--- src/rtl/aes_result_reader.sv ---
// Captures AES result blocks on the rising edge of AES_data_out_valid into a block FIFO
// and drains them as four 32-bit words over valid/ready. Optional macro: AES_READER_BYTE_SWAP_EN.
module aes_result_reader #(
   parameter int DEPTH = 2
) (
   input  logic                     AES_clk,
   input  logic                     AES_rst,
   input  logic                     AES_data_out_valid,
   input  logic [127:0]             AES_data_out,
   output logic [31:0]              rd_data,
   output logic                     rd_valid,
   input  logic                     rd_ready,
   output logic                     rd_last,
   output logic [$clog2(DEPTH):0]   blk_count,
   output logic                     overflow,
   input  logic                     ovf_clr
);

   localparam int AW = $clog2(DEPTH);
   localparam logic [AW:0] PTR_ONE = {{AW{1'b0}}, 1'b1};

   logic [127:0] mem [DEPTH];
   logic [AW:0]  wr_ptr;
   logic [AW:0]  rd_ptr;
   logic [1:0]   word_idx;
   logic         prev_valid;

   logic         empty;
   logic         full;
   logic         capture;
   logic         xfer;
   logic         release_blk;
   logic         accept;
   logic         drop;
   logic [31:0]  word;

   function automatic logic [31:0] sel_word(input logic [127:0] blk, input logic [1:0] idx);
      case (idx)
         2'd0:    return blk[127:96];
         2'd1:    return blk[95:64];
         2'd2:    return blk[63:32];
         default: return blk[31:0];
      endcase
   endfunction

   function automatic logic [31:0] byte_swap(input logic [31:0] w);
      return {w[7:0], w[15:8], w[23:16], w[31:24]};
   endfunction

   assign empty       = (wr_ptr == rd_ptr);
   assign full        = (wr_ptr[AW] != rd_ptr[AW]) && (wr_ptr[AW-1:0] == rd_ptr[AW-1:0]);
   assign capture     = AES_data_out_valid && !prev_valid;
   assign xfer        = rd_valid && rd_ready;
   assign release_blk = xfer && (word_idx == 2'd3);
   // A word-3 transfer frees the head slot in the same edge, so a full FIFO can still accept.
   assign accept      = capture && (!full || release_blk);
   assign drop        = capture && full && !release_blk;

   assign rd_valid  = !empty;
   assign rd_last   = rd_valid && (word_idx == 2'd3);
   assign blk_count = wr_ptr - rd_ptr;
   assign word      = sel_word(mem[rd_ptr[AW-1:0]], word_idx);

`ifdef AES_READER_BYTE_SWAP_EN
   assign rd_data = byte_swap(word);
`else
   assign rd_data = word;
`endif

   // Capture side: edge detect and block write.
   always_ff @(posedge AES_clk or posedge AES_rst) begin
      if (AES_rst) begin
         prev_valid <= 1'b0;
         wr_ptr     <= '0;
         for (int i = 0; i < DEPTH; i++) mem[i] <= '0;
      end else begin
         prev_valid <= AES_data_out_valid;
         if (accept) begin
            mem[wr_ptr[AW-1:0]] <= AES_data_out;
            wr_ptr              <= wr_ptr + PTR_ONE;
         end
      end
   end

   // Drain side: word index and block release.
   always_ff @(posedge AES_clk or posedge AES_rst) begin
      if (AES_rst) begin
         rd_ptr   <= '0;
         word_idx <= 2'd0;
      end else if (xfer) begin
         word_idx <= word_idx + 2'd1;
         if (release_blk) rd_ptr <= rd_ptr + PTR_ONE;
      end
   end

   always_ff @(posedge AES_clk or posedge AES_rst) begin
      if (AES_rst)      overflow <= 1'b0;
      else if (drop)    overflow <= 1'b1;
      else if (ovf_clr) overflow <= 1'b0;
   end

endmodule
--- config.mk ---
export PLATFORM = sky130hd
export DESIGN_NAME = aes_result_reader
export DESIGN_NICKNAME = d
export VERILOG_FILES = /design/src/rtl/aes_result_reader.sv
export SDC_FILE = /design/constraint.sdc
export NUM_CORES = 1
export LEC_CHECK = 0
export BUFFER_PORTS_ARGS = -buffer_cell sky130_fd_sc_hd__clkbuf_2
export CELL_PAD_IN_SITES_DETAIL_PLACEMENT = 0
export CELL_PAD_IN_SITES_GLOBAL_PLACEMENT = 1
export CORE_ASPECT_RATIO = 0.75
export CORE_MARGIN = 2
export CORE_UTILIZATION = 44
export CTS_BUF_LIST = sky130_fd_sc_hd__clkbuf_4 sky130_fd_sc_hd__clkbuf_8
export CTS_CLUSTER_DIAMETER = 40
export DETAILED_ROUTE_END_ITERATION = 10
export PLACE_DENSITY = 0.78
export SETUP_SLACK_MARGIN = 0.05
export SYNTH_ARGS = -nofsm -noshare
export SYNTH_HDL_FRONTEND = slang
export SYNTH_SLANG_ARGS = --single-unit
--- constraint.sdc ---
create_clock -name AES_clk -period 8.9 [get_ports AES_clk]
set_clock_uncertainty 0.05 [all_clocks]
set_input_delay 1.78 -clock AES_clk [delete_from_list [all_inputs] [get_ports AES_clk]]
set_output_delay 1.78 -clock AES_clk [all_outputs]
set_load 0.03 [all_outputs]
==> results.md <==
- Status: finished, final reports clean
- Worst path required time: 7.07 ns
- Floorplan core area: 26100 um2
- I/O pin count: 170
- Sequential fraction of the synthesis area: 0.562
- RR Endpoint: mem[165]
- CTS Buffer Depth: 3
- Total power: 5840 uW
- Syn_area_per_cell: 14.4 um2
- Syn nets: 955
- Placed Area: 12700 um2
- Area delta synth->final: 16.3%
- Max_slew headroom: 0.321
- Critical Path Start Type: flop
- CTS Buf Count: 42
- Die Y-Extent: 146 um
- WS Path Type: flop to primary output
- Fin area: 13700 um2
- Cells after Synth: 816
- Die Wd: 193 um
- Number of synthesis warnings: 0
- Worst min-delay path category: flop to flop
- Synth cell types: 32
- Final min period: 5.41 ns
- FP Rows: 51
- #FFs+latches synth: 264
- Postcts setup bufs: 0
- DR iter-0 viols: 447
- Fin. Hold Viols: 0
- P_leak: 0.00606 uW
- Critical path peak fanout: 34
- Initial antenna violation count: 4
- I/O Buffers: 169
- Hold-fix buffers, CTS: 0
- Reg2reg start: rd_ptr[0]
- CTS tree: built
- Sink Count: 264
- Routed Antenna Nets: 0
- Via count: 7466
- Die area: 28100 um2
- Max Slew Vio Count: 0
- Critical Path End Type: primary output
- Worst-Margin Slew: 1.02 ns
- Detailed-route wire length per cell: 20.3 um
- Max Fclk: 0.185 GHz
- # DRC: 0
- Root buffer cell: clkbuf_8
- Vias in the first global route: 7859
- Initial Util: 0.451
- Worst-Skew Late Latency: 0.54 ns
- Post-CTS Resized: 0
- Netlist Area Pre-Place: 11800 um2
- CTS clk-pin slew, worst paths: 0.06 ns
- Drt pass-1 iters: 4
- R2R setup slack: 4.72 ns
- GRT Total Usage: 0.201
- Maximum vdd drop: 0.269 mV
- Unrepaired setup endpoints after global routing: false
- Drt total wl: 27.4 mm
- Worst Hold End: mem[12]
- Worst endpoint data arrival time: 3.58 ns
- Start point of the worst hold path: mem[12]
- H-tree depth: 2
- Grt ovf: 0
- Max-cap violation count: 0
- Power per cell area: 427 nW/um2
- Largest net degree at the start of global routing: 153
- Number of cells on the worst hold path: 1
- Global-route wire length before repair: 44.1 mm
- GPL Wtd Cong: 0.745
- Final setup viols: 0
- NumNets Final: 1113
- Dpl hpwl: 16.7 mm
- Via density: 5.53
- Share of layout cells above drive strength 1: 0.520
- Setup TNS: 0 ns
- Final worst path period share: 0.608
- Reg2reg path depth: 6
- Hold_ws: 0.454 ns
layer usage:
layer | share of wire | track usage
met4 | 0.013 | 0.0462
met2 | 0.44 | 0.296
met3 | 0.067 | 0.0552
met5 | 0.0013 | 0
met1 | 0.48 | 0.294
cells in the final DEF (no fill, tap or decap):
cell,synthesis,final
clkbuf_4,0,14
a221oi_1,32,32
dfrtp_1,264,263
xnor2_2,1,1
nor2_1,1,1
nand2b_2,0,1
ha_2,0,4
a21boi_0,1,1
a21oi_1,34,34
mux2i_1,32,32
buf_12,0,2
o21ai_0,2,2
xnor2_1,5,5
bufinv_16,0,2
o311ai_4,1,1
dfrtp_2,0,1
nand4_1,1,1
clkinvlp_4,0,2
a22oi_1,32,32
ha_1,6,2
and2_1,2,2
a311oi_4,0,1
xor2_1,1,1
clkbuf_2,1,169
buf_4,4,8
diode_2,0,1
mux2_2,257,257
clkbuf_8,2,54
a31oi_1,2,2
nand2b_1,2,1
clkinv_2,0,5
nor2b_1,1,1
inv_1,6,5
nand2_1,2,2
a211oi_1,32,32
a22o_1,32,32
or2_2,1,1
synthesized netlist by cell type, drive strengths merged:
library cell	instances	area, um2
a211oi	32	240
a21boi	1	7.51
a21oi	34	170
a221oi	32	280
a22o	32	280
a22oi	32	240
a311oi	1	8.76
a31oi	2	12.5
and2	2	12.5
buf	33	299
clkbuf	32	141
dfrtp	264	6610
ha	6	75.1
inv	6	22.5
mux2	257	2890
mux2i	32	320
nand2	2	7.51
nand2b	2	12.5
nand4	1	6.26
nor2	1	3.75
nor2b	1	6.26
o21ai	2	10.0
o311ai	1	26.3
or2	1	6.26
xnor2	6	60.1
xor2	1	8.76
flip-flops by register name (all words and copies together) (netlist names):
signal,count
mem,256
rd_ptr,2
word_idx,2
wr_ptr,2
overflow,1
prev_valid,1
final cells by class:
class,instances,area [um2]
inverters,6,26.3
repair buffers,179,946
fillers,2299,12400
multi-input cells,481,4720
diodes,1,2.50
clock inverters,8,92.6
clock buffers,68,848
well taps,344,430
flip-flops and latches,264,6610
worst max-delay path, cell delays in order (launching register included):
cell and delay, ns:
dfrtp_1 0.41, ha_2 0.85, nand2b_2 0.95, a211oi_1 0.10
a221oi_1 0.41, clkbuf_2 0.30
through the flow:
stage / utilization / std cells / setup WS (ns)
2_1_floorplan: - / 816 / 3.59
3_3_place_gp: 0.488 / 1274 / 4.14
3_5_place_dp: 0.488 / 1274 / 4.09
4_1_cts: 0.524 / 1350 / 3.47
5_1_grt: 0.524 / 1350 / 3.28
6_report: 0.524 / 1351 / 3.49
cell families (layout without fill, tap and decap cells):
kind of cell             count (synthesis)  in the layout  share of synthesized area
other                                    0              1                          0
adder cells (fa/ha/maj)                  6              6                    0.00638
flip-flops                             264            264                      0.562
AO/OA/AOI/OAI                          169            169                      0.109
buffers and inverters                   71            261                     0.0394
AND/OR/NAND/NOR                         10             10                    0.00468
multiplexers                           289            289                      0.273
XOR/XNOR                                 7              7                    0.00585
power breakdown:
part / internal (uW) / switching, uW
sequential: 1820 / 335
clock: 662 / 477
combinational: 1130 / 1420
worst max path at each step:
stage / from / to / cells past startpoint
after floorplan: AES_rst / mem[0] / 1
after global placement: word_idx[1] / rd_data[15] / 5
after detailed placement: word_idx[1] / rd_data[14] / 5
after CTS: word_idx[1] / rd_data[14] / 5
after global routing: word_idx[1] / rd_data[28] / 5
final: word_idx[1] / rd_data[28] / 5
No activity file was read; power rests on OpenSTA's default activity.
